<file path="config.mk">
export PLATFORM = sky130hd
export DESIGN_NAME = load_store_unit
export DESIGN_NICKNAME = d
export VERILOG_FILES = /design/src/rtl/load_store_unit.sv
export SDC_FILE = /design/constraint.sdc
export NUM_CORES = 1
export LEC_CHECK = 0
export ABC_AREA = 1
export BUFFER_PORTS_ARGS = -buffer_cell sky130_fd_sc_hd__clkbuf_2
export CAP_MARGIN = 15
export CORE_ASPECT_RATIO = 1.25
export CORE_MARGIN = 2
export CORE_UTILIZATION = 38
export DETAILED_ROUTE_END_ITERATION = 7
export PLACE_DENSITY = 0.69
export SYNTH_ARGS = -nofsm -noshare
export SYNTH_HDL_FRONTEND = slang
export SYNTH_SLANG_ARGS = --single-unit
</file>
<file path="constraint.sdc">
create_clock -name clk -period 1.82 [get_ports clk]
set_clock_uncertainty 0.2 [all_clocks]
set_input_delay 0.091 -clock clk [delete_from_list [all_inputs] [get_ports clk]]
set_output_delay 0.091 -clock clk [all_outputs]
set_load 0.05 [all_outputs]
</file>
<file path="src/rtl/load_store_unit.sv">
// Load/store unit for a word-wide memory: byte/half/word loads with sign/zero extension, byte/half stores by read-modify-write.
// Load latency 2 cycles, word store 2, sub-word store 3. Only one request is accepted at a time. Optional macro LSU_MISALIGN_CHECK_EN rejects misaligned half/word requests.
module load_store_unit (
    input  logic        clk,
    input  logic        rst,
    input  logic        req_valid,
    output logic        req_ready,
    input  logic        req_write,
    input  logic [1:0]  req_size,
    input  logic        req_unsigned,
    input  logic [31:0] req_addr,
    input  logic [31:0] req_wdata,
    output logic        resp_valid,
    output logic [31:0] resp_rdata,
    output logic        resp_misaligned,
    output logic [31:0] mem_address,
    output logic [31:0] mem_write_data,
    output logic        mem_write_enable,
    input  logic [31:0] mem_read_data
);

    typedef enum logic [1:0] {
        IDLE   = 2'd0,
        ACCESS = 2'd1,
        WRITE  = 2'd2,
        RESP   = 2'd3
    } state_t;

    state_t      state_q, state_d;
    logic        write_q;
    logic [1:0]  size_q;
    logic        unsigned_q;
    logic [31:0] addr_q;
    logic [31:0] wdata_q;
    logic [31:0] merge_q, merge_d;
    logic [31:0] rdata_q, rdata_d;
    logic        misal_q, misal_d;

    logic        accept;
    logic        req_misaligned;
    logic        we_raw;
    logic        is_word;
    logic        is_half;
    logic [7:0]  byte_sel;
    logic [15:0] half_sel;
    logic [31:0] load_val;
    logic [31:0] merged;

    assign accept = (state_q == IDLE) && req_valid;

`ifdef LSU_MISALIGN_CHECK_EN
    // Size 11 behaves as a word, so size[1] alone identifies word accesses.
    assign req_misaligned = req_size[1] ? (req_addr[1:0] != 2'b00)
                                        : (req_size[0] & req_addr[0]);
`else
    assign req_misaligned = 1'b0;
`endif

    assign is_word = size_q[1];
    assign is_half = (size_q == 2'b01);

    always_comb begin
        byte_sel = mem_read_data[7:0];
        case (addr_q[1:0])
            2'b00: byte_sel = mem_read_data[7:0];
            2'b01: byte_sel = mem_read_data[15:8];
            2'b10: byte_sel = mem_read_data[23:16];
            2'b11: byte_sel = mem_read_data[31:24];
            default: byte_sel = mem_read_data[7:0];
        endcase
    end

    assign half_sel = addr_q[1] ? mem_read_data[31:16] : mem_read_data[15:0];

    always_comb begin
        load_val = mem_read_data;
        if (is_half) begin
            load_val = {{16{~unsigned_q & half_sel[15]}}, half_sel};
        end else if (!is_word) begin
            load_val = {{24{~unsigned_q & byte_sel[7]}}, byte_sel};
        end
    end

    // Sub-word store: replace only the addressed lane(s) of the word just read.
    always_comb begin
        merged = mem_read_data;
        if (is_half) begin
            if (addr_q[1]) merged = {wdata_q[15:0], mem_read_data[15:0]};
            else           merged = {mem_read_data[31:16], wdata_q[15:0]};
        end else begin
            case (addr_q[1:0])
                2'b00: merged = {mem_read_data[31:8], wdata_q[7:0]};
                2'b01: merged = {mem_read_data[31:16], wdata_q[7:0], mem_read_data[7:0]};
                2'b10: merged = {mem_read_data[31:24], wdata_q[7:0], mem_read_data[15:0]};
                2'b11: merged = {wdata_q[7:0], mem_read_data[23:0]};
                default: merged = mem_read_data;
            endcase
        end
    end

    always_comb begin
        state_d        = state_q;
        rdata_d        = rdata_q;
        merge_d        = merge_q;
        misal_d        = misal_q;
        mem_address    = 32'd0;
        mem_write_data = 32'd0;
        we_raw         = 1'b0;
        case (state_q)
            IDLE: begin
                if (req_valid) begin
                    misal_d = req_misaligned;
                    state_d = req_misaligned ? RESP : ACCESS;
                end
            end
            ACCESS: begin
                mem_address = {addr_q[31:2], 2'b00};
                state_d     = RESP;
                if (!write_q) begin
                    rdata_d = load_val;
                end else if (is_word) begin
                    we_raw         = 1'b1;
                    mem_write_data = wdata_q;
                end else begin
                    merge_d = merged;
                    state_d = WRITE;
                end
            end
            WRITE: begin
                mem_address    = {addr_q[31:2], 2'b00};
                mem_write_data = merge_q;
                we_raw         = 1'b1;
                state_d        = RESP;
            end
            RESP: begin
                state_d = IDLE;
            end
            default: state_d = IDLE;
        endcase
    end

    always_ff @(posedge clk) begin
        if (rst) begin
            state_q    <= IDLE;
            write_q    <= 1'b0;
            size_q     <= 2'b00;
            unsigned_q <= 1'b0;
            addr_q     <= 32'd0;
            wdata_q    <= 32'd0;
            merge_q    <= 32'd0;
            rdata_q    <= 32'd0;
            misal_q    <= 1'b0;
        end else begin
            state_q <= state_d;
            merge_q <= merge_d;
            rdata_q <= rdata_d;
            misal_q <= misal_d;
            if (accept) begin
                write_q    <= req_write;
                size_q     <= req_size;
                unsigned_q <= req_unsigned;
                addr_q     <= req_addr;
                wdata_q    <= req_wdata;
            end
        end
    end

    // Reset gates the write strobe immediately so an interrupted RMW never lands.
    assign mem_write_enable = we_raw & ~rst;
    assign req_ready        = (state_q == IDLE) & ~rst;
    assign resp_valid       = (state_q == RESP);
    assign resp_misaligned  = resp_valid & misal_q;
    assign resp_rdata       = rdata_q;

endmodule
</file>
### Yosys cells after proc, flatten, opt, wreduce, memory -nomap -nowiden

Index checks and enable logic that the tools add are counted.

| storage, ports and cells | value |
|---|---|
| memories | 0 |
| ROM bits | 0 |
| flip-flop bits (word level) | 134 |
| logic and storage cells | 48 |
| output and inout port bits | 100 |
| bits in latches | 0 |
| bits of input ports | 103 |
| memory bits (writable) | 0 |

| operators by class | value |
|---|---|
| add/subtract/negate cells | 0 |
| equal/unequal tests | 8 |
| shift-type cells | 0 |
| reduce and logical (&&, ||, !) cells | 6 |
| multiply operators | 0 |
| bitwise operators | 8 |
| divide/modulo/power cells | 0 |
| multiplexer cells | 18 |
| magnitude comparators | 0 |

Operators with widths:

| cell | number |
|---|---|
| two-way mux 32 bit | 7 |
| case mux 32 bit (4 select lines) | 1 |
| case mux 32 bit (2 select lines) | 1 |
| case mux 8 bit (4 select lines) | 1 |
| two-way mux 16 bit | 1 |
| == test 2 bit, second input constant | 4 |
| case mux 2 bit (4 select lines) | 1 |
| == test 2 x 1 -> 1 bit, second input constant | 3 |
| AND 1 bit | 4 |
| logical NOT 2 bit | 2 |
| two-way mux 1 bit | 4 |
| inverter 1 bit | 4 |
| AND reduction 3 bit | 1 |
| two-way mux 2 bit | 1 |
| != test 2 bit, second input constant | 1 |
| case mux 1 bit (2 select lines) | 1 |
| AND reduction 2 bit | 1 |
| OR reduction 2 bit | 1 |
| logical AND 1 bit | 1 |

### Depth between registers and ports, before layout

| logic depth | value |
|---|---|
| depth in word-level cells | 5 |
| depth in mapped cells | 9 |
| depth with buffers taken out | 7 |

### Worst setup path after synthesis

No wires, ideal clock.

| timing | value |
|---|---|
| kind | reg2out |
| start point | register state_q[0] |
| end point | output port mem_write_data[10] |
| data required time | 1.529 ns |
| stages on the path, launching flop included | 7 |
| arrival | 1.881 ns |
| path slack | -0.352 ns |
| path through | dfxtp_1 > inv_1 > ha_1 > clkbuf_1 > clkbuf_1 > nand2_1 > a21oi_1 |

| between the ends | value |
|---|---|
| longest elaborated chain between the ends | 2 |

RTL lines:

| element | line | RTL |
|---|---|---|
| from (decl) | 29 | `state_t state_q, state_d;` |
| from (signal assigned) | 154 | `state_q <= state_d;` |
| == test 2 bit or == test 2 x 1 -> 1 bit (tied branches) | 109 | `case (state_q)` |
| case mux 32 bit (2 select lines) (*) | 109 |  |
| to (decl) | 17 | `output logic [31:0] mem_write_data,` |

Mark *: on every way between the ends. The rest lies on a longest branch, timed or not.

### Worst setup path after layout

| timing | value |
|---|---|
| start point | register state_q[1] |
| end point | output port mem_write_data[20] |

The elaborated chain is that of the path after synthesis.

==> flow_summary.json <==
{
  "status": "complete, but fails checks",
  "violations": "setup timing",
  "syn_to_final_growth_pct": 69.7,
  "grt_antenna_before_repair": 0,
  "synth_edf_count": 0,
  "slew_violations": 0,
  "yosys_warnings": 0,
  "regToRegEndpoint": "merge_q[9]",
  "gr-total-overflow": 0,
  "maxCapViolations": 0,
  "switchingPower_w": 0.00810,
  "avgSynthCellArea_um2": 6.34,
  "power.internal_w": 0.00891,
  "rsz0062_at_grt": "yes",
  "cts_max_level": 4,
  "period_minus_slack_ps": 2180,
  "ff2ff_setup_slack_ps": -90,
  "grt_pass1_vias": 8598,
  "final_area_um2": 12000,
  "hp-start": "rst",
  "io_pins": 203,
  "multiInputGateArea_um2": 4310,
  "timing.final.ws_setup_ps": -355,
  "placed_area_um2": 9140,
  "slowest_stage": "dfxtp_2",
  "worst_pin_slew_ps": 520,
  "async_flop_share_pct": 0,
  "drt-pass1-iter-count": 7,
  "synth_common_cells": "nand2_1 (233), nor2_1 (227), o21ai_0 (145), dfxtp_1 (134), a21oi_1 (112)",
  "die_w_um": 126,
  "vias_per_cell": 5.51,
  "yosysTopAreaCell": "dfxtp_1",
  "min_path_cells": 3,
  "cts.path.max_buffers": 2,
  "cts_made_buffers": 17,
  "utilization_pct": 66.0,
  "fp.dieH_um": 156,
  "critical_path_class": "reg -> out",
  "fin_crit_sh_pct": 120,
  "r2r-start": "state_q[1]",
  "final_antenna_net_count": 0,
  "drive_gt1_share_pct": 30.4,
  "synth_ff_type": "dfxtp_1",
  "power.density_nw_per_um2": 1420,
  "fillers": 1412,
  "total_power_w": 0.0170,
  "synth_area_um2": 7060,
  "ir_drop_uv": 1010,
  "cts.sinks": 134,
  "grt_usage_pct": 29.1,
  "slowest_delay_ps": 350,
  "tns_ps": -18070,
  "cts_tree": "done",
  "swShare_pct": 47.6,
  "synth.distinct_cells": 25,
  "rows": 55,
  "worst_skew_pair.late_latency_ps": 430,
  "diodes": 0,
  "hold_violations": 0,
  "ys_ff_latch": 134,
  "crit_chain": "inv_4 -> buf_4 -> ha_4 -> inv_8 -> buf_16 -> a21oi_4 -> buf_12",
  "drtIter0Drc": 810,
  "grt_max_degree": 61,
  "worstPathRequired_ps": 1530,
  "hold_class": "in -> reg",
  "arrival_ps": 1880,
  "critPathBufInv": 5,
  "critPathTopFamily": "buffers and inverters",
  "place_hpwl_um": 17500,
  "core_area_um2": 18200,
  "setup_violations": 67,
  "initial_utilization_pct": 38.9,
  "path_clk_slew_ps": 60,
  "path_max_fanout": 7,
  "layout.nets": 1529,
  "drc": 0,
  "io_buffer_count": 199,
  "max_slew_margin_pct": 65.3,
  "power.share.clock_pct": 19.3,
  "cts_root_buf": "clkbuf_16",
  "pre_cts_ws_ps": -86.7,
  "yosysMostFrequentCell": "nand2_1",
  "routed-via-count": 9157,
  "combPwrFrac_pct": 55.0,
  "max_freq_ghz": 0.460,
  "synth.area.top_cells": "dfxtp_1 (38%), nand2_1 (12%), nor2_1 (12%)",
  "seq_area_um2": 2690,
  "start_kind": "flop",
  "synth_top_area_share_pct": 38.0,
  "crit_path_end_kind": "output pin",
  "reg2reg_depth": 11,
  "synth_seq_area_share_pct": 38.0,
  "globalplace.congestion": 0.942,
  "die_area_um2": 19700,
  "min_delay_worst_endpoint": "state_q[0]",
  "pwr-share-seq_pct": 25.7,
  "grt_first_pass_wirelength_um": 45300,
  "totalWireLength_um": 31600,
  "synthCells": 1113,
  "avgRoutedWirePerCell_um": 19.0,
  "power_leakage_nw": 5.45
}
==> repair_timing <==
item,4_1_cts,5_1_grt
resized for setup,135,144
hold buffers,102,0
buffers inserted,6,4
hold endpoints to repair,131,0
cloned,7,9
setup endpoints to repair,64,116
pin swaps,18,59
==> cells in the final DEF, fill, tap and decap left out, types with 3 or more instances in the layout <==
cell           instances
clkinvlp_4             6
a21oi_1               79
buf_4                 30
clkbuf_2             135
buf_16                 7
conb_1                 3
dfxtp_1              130
dlygate4sd3_1        102
clkinv_4               3
inv_2                 34
buf_6                  7
inv_6                  3
nand2_2               12
inv_1                 49
o21ai_1               28
dfxtp_2                4
nor2_2                18
clkbuf_16             23
nor2_1               210
buf_12                50
buf_8                 30
ha_4                   3
nand2_4               23
clkinv_2               4
nor3_1                32
a21oi_4               32
nand2_1              201
o21ai_0              122
a31oi_1                7
o211ai_1              32
==> worst reg2reg max path, cell delays in order, from the launching register on <==
cell,delay (ps)
dfxtp_2,330
inv_4,70
ha_4,140
buf_4,120
inv_2,50
nor3_4,200
buf_6,160
buf_8,140
clkbuf_16,170
nand2_1,60
nor2_1,120
nor2_1,50
==> registers in the layout (all words and copies together) (netlist names) <==
signal	cells
resp_rdata	32
write_q	1
unsigned_q	1
state_q	2
size_q	2
wdata_q	32
merge_q	32
addr_q	32
==> layout make-up <==
class	count	share of cell area (%)
multi-input combinational	813	35.9
clock inverter	15	1.10
tap	228	2.38
clock buffer	17	3.55
timing repair buffer	367	31.7
inverter	88	2.93
sequential	134	22.4
==> kinds of logic (layout without fill, tap and decap cells) <==
| logic type | after synthesis | count (layout) | synth area share [%] |
|---|---|---|---|
| other | 1 | 3 | 0.0531 |
| DFF | 134 | 134 | 38.0 |
| AOI/OAI and AO/OA | 301 | 301 | 22.6 |
| buffers and inverters | 168 | 487 | 10.5 |
| and+or+nand+nor | 504 | 504 | 28.0 |
| adders and majority gates | 5 | 5 | 0.886 |
==> power groups by stage <==
| stage | logic [W] | registers [W] | clock network, W |
|---|---|---|---|
| after floorplan | 0.00421 | 0.00499 | 0 |
| after global placement | 0.00699 | 0.00425 | 0 |
| after detailed placement | 0.00704 | 0.00426 | 0 |
| after CTS | 0.00847 | 0.00427 | 0.00330 |
| after global routing | 0.00994 | 0.00444 | 0.00341 |
| final | 0.00935 | 0.00438 | 0.00327 |
==> worst max path at each step <==
| stage | startpoint | end | slack, ps | cells past startpoint |
|---|---|---|---|---|
| 2_1_floorplan | state_q[1] | mem_write_data[0] | -120 | 6 |
| 3_3_place_gp | state_q[1] | mem_write_data[31] | 3 | 8 |
| 3_5_place_dp | state_q[1] | mem_write_data[31] | -90 | 8 |
| 4_1_cts | state_q[1] | mem_write_data[14] | -300 | 9 |
| 5_1_grt | state_q[1] | mem_write_data[20] | -400 | 7 |
| 6_report | state_q[1] | mem_write_data[20] | -360 | 7 |
==> per-stage QoR <==
step,std cells,hold slack (ps)
6_report,1662,259
5_1_grt,1662,277
4_1_cts,1650,245
3_5_place_dp,1505,145
3_3_place_gp,1505,139
2_1_floorplan,1115,-39.9
==> routing by layer <==
layer	up-vias	track usage, %	wire [µm]
li1	4207	-	-
met3	115	6.22	2750
met5	-	0	0
met2	566	49.7	15400
met1	4269	35.1	12000
met4	0	12.9	1480
Power figures use the tool's default switching activity.
